**src/rtl/layer2_maxpool.sv**
```systemverilog
// rtl/layer2_maxpool.sv - 2x2 signed lane-wise max pooling of the layer-2 result map
// Reads each 2x2 window one word per cycle, then holds the pooled word until the store accepts it.
module layer2_maxpool #(
    parameter int DATA_W = 128,
    parameter int LANE_W = 16,
    parameter int IN_DIM = 30
) (
    input  logic              clk,
    input  logic              rst,
    input  logic              start,
    output logic              layer2_result_read_signal,
    output logic [15:0]       read_row_addr,
    output logic [15:0]       read_col_addr,
    input  logic [DATA_W-1:0] layer2_result_output,
    output logic              pool_save_enable,
    output logic [15:0]       pool_row_addr,
    output logic [15:0]       pool_col_addr,
    output logic [DATA_W-1:0] pool_data_out,
    input  logic              pool_ready,
    output logic              busy,
    output logic              done
);
    localparam int LANES   = DATA_W / LANE_W;
    localparam int OUT_DIM = IN_DIM / 2;
    localparam int CW      = (OUT_DIM > 1) ? $clog2(OUT_DIM) : 1;
    localparam logic [CW-1:0] LAST = CW'(OUT_DIM - 1);

    typedef enum logic [1:0] {
        S_IDLE,
        S_READ,
        S_WRITE,
        S_DONE
    } state_t;

    state_t             state_q;
    logic [CW-1:0]      pr_q;
    logic [CW-1:0]      pc_q;
    logic [1:0]         k_q;
    logic [DATA_W-1:0]  acc_q;
    logic [DATA_W-1:0]  acc_d;
    logic [15:0]        pr_w;
    logic [15:0]        pc_w;

    assign pr_w = 16'(pr_q);
    assign pc_w = 16'(pc_q);

    // k=0 loads the first word of the window; later words only win on strictly greater lanes
    always_comb begin
        acc_d = acc_q;
        for (int l = 0; l < LANES; l++) begin
            if (k_q == 2'd0 ||
                $signed(layer2_result_output[l*LANE_W +: LANE_W]) > $signed(acc_q[l*LANE_W +: LANE_W]))
                acc_d[l*LANE_W +: LANE_W] = layer2_result_output[l*LANE_W +: LANE_W];
        end
    end

    always_ff @(posedge clk or posedge rst) begin
        if (rst) begin
            state_q <= S_IDLE;
            pr_q    <= '0;
            pc_q    <= '0;
            k_q     <= '0;
            acc_q   <= '0;
        end else begin
            case (state_q)
                S_IDLE: begin
                    if (start) begin
                        state_q <= S_READ;
                        pr_q    <= '0;
                        pc_q    <= '0;
                        k_q     <= '0;
                    end
                end
                S_READ: begin
                    acc_q <= acc_d;
                    k_q   <= k_q + 2'd1;
                    if (k_q == 2'd3)
                        state_q <= S_WRITE;
                end
                S_WRITE: begin
                    if (pool_ready) begin
                        k_q <= '0;
                        if (pc_q == LAST) begin
                            pc_q <= '0;
                            if (pr_q == LAST) begin
                                state_q <= S_DONE;
                            end else begin
                                pr_q    <= pr_q + 1'b1;
                                state_q <= S_READ;
                            end
                        end else begin
                            pc_q    <= pc_q + 1'b1;
                            state_q <= S_READ;
                        end
                    end
                end
                S_DONE: begin
                    state_q <= S_IDLE;
                    pr_q    <= '0;
                    pc_q    <= '0;
                    acc_q   <= '0;
                end
                default: state_q <= S_IDLE;
            endcase
        end
    end

    // All outputs decode registered state only, so nothing glitches on layer2_result_output
    assign layer2_result_read_signal = (state_q == S_READ);
    assign read_row_addr    = (state_q == S_READ) ? ((pr_w << 1) | 16'(k_q[1])) : 16'd0;
    assign read_col_addr    = (state_q == S_READ) ? ((pc_w << 1) | 16'(k_q[0])) : 16'd0;
    assign pool_save_enable = (state_q == S_WRITE);
    assign pool_row_addr    = (state_q == S_WRITE) ? pr_w : 16'd0;
    assign pool_col_addr    = (state_q == S_WRITE) ? pc_w : 16'd0;
    assign pool_data_out    = (state_q == S_WRITE) ? acc_q : '0;
    assign busy             = (state_q == S_READ) || (state_q == S_WRITE);
    assign done             = (state_q == S_DONE);

endmodule

```
**config.mk**
```make
export PLATFORM = sky130hd
export DESIGN_NAME = layer2_maxpool
export DESIGN_NICKNAME = d
export VERILOG_FILES = /design/src/rtl/layer2_maxpool.sv
export SDC_FILE = /design/constraint.sdc
export NUM_CORES = 1
export LEC_CHECK = 0
export CORE_UTILIZATION = 30
export CTS_CLUSTER_DIAMETER = 40
export DETAILED_ROUTE_END_ITERATION = 10
export PLACE_DENSITY = 0.54
export SLEW_MARGIN = 20
export SYNTH_ARGS = -nofsm -noshare
export SYNTH_HDL_FRONTEND = slang
export SYNTH_SLANG_ARGS = --single-unit
```
**constraint.sdc**
```tcl
create_clock -name clk -period 5.2 [get_ports clk]
set_input_delay 1.04 -clock clk [delete_from_list [all_inputs] [get_ports clk]]
set_output_delay 1.04 -clock clk [all_outputs]
set_load 0.05 [all_outputs]
```
==> run_results.csv <==
group,metric,value,unit
floorplanning,io_pins,328,
sta,rsz0062_at_grt,"no",
sta,setup_violations,0,
clock_network,htree_levels,4,
placed_design,hpwl,23000,µm
synth,avgSynthCellArea,8.88,µm²
sta,worstMarginPinSlew,1.01,ns
synth,synth_edf_count,0,
sta,slew_headroom,32.6,%
global_routing,grt_overflow,0,
critical_path,reg2reg_depth,5,
clock_network,clock_latency,0.41,ns
placed_design,gp_congestion,0.823,
global_routing,grt_max_degree,74,
sta,slew_violations,0,
synth,yosys_most_used_dff,"dfrtp_1",
final_layout,area_delta_synth_final,36.3,%
worst_hold_path,whs_endpoint,"acc_q[44]",
critical_path,path_class,"flip-flop to output port",
floorplanning,dieArea,0.0342,mm²
floorplanning,rows,66,
drt,num_vias,8940,
critical_path,critical_path.top_delay_family,"buffers and inverters",
clock_network,cts.sinks,140,
critical_path,cp_slowest_cell,"clkdlybuf4s50_1",
critical_path,start_kind,"flip-flop",
power,pwr-share-seq,24.2,%
power,ir_worst_vdd,0.212,mV
critical_path,cpPeakStageDelay,0.74,ns
clock_network,cts_buffer_depth,2,
power,p_int,3820,µW
floorplanning,die_y,185,µm
outcome,status,"completed",
synth,yosys_warnings,0,
drt,post_drt_wl_per_cell,17.0,µm
global_routing,grtUsageTotal,18.5,%
global_routing,met3_usage,2.95,%
power,power.switching,3640,µW
power,pwr-share-comb,59.9,%
final_layout,num-nets-final,1663,
placed_design,dp_slack,1.16,ns
critical_path,reg2reg_from,"state_q[1]",
power,p_leak,0.00606,µW
critical_path,crit_chain,"inv_1 -> ha_1 -> inv_4 -> buf_4 -> nor2_1 -> clkdlybuf4s50_1",
sta,hold_viol_final,0,
synth,ys_types,66,
global_routing,top_usage_layer,"met2",
flow_run,cap_violations,0,
worst_hold_path,hp-class,"flip-flop to flip-flop",
clock_network,cts_tree,"done",
critical_path,worst-path-buf-inv,4,
critical_path,r2r-end,"acc_q[49]",
critical_path,reg2reg_slack,1.88,ns
sta,skew,0.0154,ns
global_routing,grt_pass1_wl,49400,µm
synth,ys_seq_elements,140,
critical_path,path_max_fanout,39,
critical_path,cp.required,4.16,ns
global_routing,antenna_found_initial,0,
sta,fin_crit_sh,74.7,%
synth,synth_cells,1130,
drt,drcViolationCount,0,
global_routing,grt_util_met1,25.1,%
synth,synth_area,0.0100,mm²
critical_path,end_kind,"output port",
drt,detail-route-antenna-nets,0,
floorplanning,die_w,185,µm
worst_hold_path,hold_path_depth,1,
drt,drt_iter0_drc,453,
clock_network,cts_hold_buf,0,
power,power_per_cell_area,546,mW/mm²
clock_network,cts_resized,0,
sta,setup_slack,1.32,ns
synth,ys_seq_area_share,34.9,%
clock_network,cts_root_buf,"clkbuf_16",
sta,fmax,258,MHz
worst_hold_path,hold_path.startpoint,"acc_q[44]",
drt,vias_per_cell,4.84,
clock_network,cts_buffers,17,
synth,synthArstFlopShare,100,%
drt,drt-total-wl,31400,µm
clock_network,post_cts_buffers,0,
sta,tns,0,ns
final_layout,drive_above_1_share,5.34,%
floorplanning,start_util,30.7,%
placed_design,place.port_buffers,281,
critical_path,arrival,2.84,ns
global_routing,gr-usage-met2,30.3,%
drt,firstDrtPassIters,4,
global_routing,grt_pass1_vias,9003,
clock_network,cts.clk_slew.worst_paths,0.07,ns
power,swShare,48.8,%
floorplanning,core_area,0.0327,mm²
sta,fin_crit,3.88,ns
power,pwr-share-clk,16.0,%
## flip-flops by register name (all words and copies together) (netlist names)
signal   count
acc_q      128
pr_q         4
pc_q         4
k_q          2
state_q      2
## how the worst max path moves through the flow
| stage | start | end | slack (ns) | cells past startpoint |
|---|---|---|---|---|
| finish | state_q[0] | pool_data_out[79] | 1.32 | 6 |
| global route | state_q[0] | pool_data_out[79] | 1.10 | 6 |
| CTS | state_q[0] | pool_data_out[79] | 1.28 | 6 |
| detailed placement | layer2_result_output[117] | acc_q[112] | 1.16 | 10 |
| global placement | layer2_result_output[117] | acc_q[112] | 1.26 | 10 |
| floorplan | rst | acc_q[0] | 0.41 | 1 |
## worst register-to-register path: stages (launching register included)
cell	delay, ns
dfrtp_1	0.42
inv_1	0.12
ha_2	0.69
or2_2	0.75
nand3_1	0.75
a32o_1	0.48
## synthesized netlist by cell type, types with 3 or more instances
cell | instances | area [µm²]
a2111oi_0 | 3 | 26.3
a211oi_1 | 5 | 37.5
a21o_1 | 19 | 143
a21oi_1 | 40 | 200
a221oi_1 | 3 | 26.3
a22o_1 | 71 | 622
a22o_2 | 15 | 150
a32o_1 | 16 | 160
and2_1 | 23 | 144
and4_1 | 4 | 35.0
buf_1 | 9 | 33.8
buf_2 | 4 | 20.0
buf_4 | 46 | 345
buf_6 | 5 | 56.3
clkbuf_1 | 28 | 105
dfrtp_1 | 140 | 3500
ha_1 | 139 | 1740
inv_1 | 152 | 571
nand2_1 | 65 | 244
nand2b_1 | 3 | 18.8
nand3_1 | 43 | 215
nand4_1 | 26 | 163
nor2_1 | 142 | 533
nor2b_1 | 8 | 50.1
nor3_1 | 7 | 35.0
o211ai_1 | 13 | 97.6
o21a_1 | 6 | 45.0
o21ai_0 | 28 | 140
o221ai_1 | 17 | 149
or2_2 | 3 | 18.8
or3_1 | 3 | 18.8
## metrics by stage
step	hold WS (ns)	cells	area, µm²	util [%]	power, µW
final	0.498	1848	13700	41.8	7460
after global routing	0.515	1847	13700	41.8	8080
after global placement	0.482	1815	13100	40.1	6260
after CTS	0.504	1847	13700	41.8	7540
after detailed placement	0.481	1815	13100	40.1	6310
after floorplan	0.466	1175	10200	-	5020
## power groups by stage
| stage | Sequential [µW] | Clock [µW] | Combinational [µW] |
|---|---|---|---|
| 2_1_floorplan | 1750 | 0 | 3270 |
| 3_3_place_gp | 1810 | 0 | 4450 |
| 3_5_place_dp | 1810 | 0 | 4500 |
| 4_1_cts | 1800 | 1220 | 4520 |
| 5_1_grt | 1860 | 1270 | 4950 |
| 6_report | 1800 | 1190 | 4470 |
## cell type report
class,instances,area (µm²)
flip-flops and latches,140,3500
inverters,153,582
multi-input cells,790,5580
diodes,1,2.50
clock buffers,20,437
well taps,442,553
fillers,3302,19000
repair buffers,290,2910
clock inverters,12,113
## layout by cell type, fill, tap and decap left out, types with 6 or more instances in the layout
cell type        netlist  routed
a21oi_1               40      39
o21ai_0               28      28
a22o_1                71      71
buf_4                 46       7
conb_1                 1      46
a32o_1                16      16
clkdlybuf4s50_1        0     281
nand4_1               26      26
inv_1                152     151
nor3_1                 7       7
nor2_1               142     141
o21a_1                 6       6
a21o_1                19      19
nand3_1               43      43
nand2_1               65      65
nor2b_1                8       7
clkbuf_16              0      17
a22o_2                15      15
and2_1                23      23
o221ai_1              17      17
o211ai_1              13      13
ha_1                 139     138
dfrtp_1              140     140
## cells by family (layout without fill, tap and decap cells)
kind of cell / Yosys count / in the layout / synth area share, %
flip-flops: 140 / 140 / 34.9
AND/OR/NAND/NOR: 342 / 342 / 15.9
multiplexers: 1 / 1 / 0.112
adder cells (fa/ha/maj): 139 / 139 / 17.3
buffers and inverters: 245 / 475 / 11.3
AO/OA/AOI/OAI: 262 / 262 / 20.4
other: 1 / 47 / 0.0374
## metal layers
| metal | part of all wire (%) | up-vias | wire [µm] |
|---|---|---|---|
| met1 | 48 | 4297 | 14900 |
| met3 | 4.5 | 20 | 1420 |
| met5 | 0 | - | 0 |
| li1 | - | 4405 | - |
| met4 | 1.2 | 0 | 367 |
| met2 | 47 | 218 | 14600 |
No activity file was read; power rests on OpenSTA's default activity.
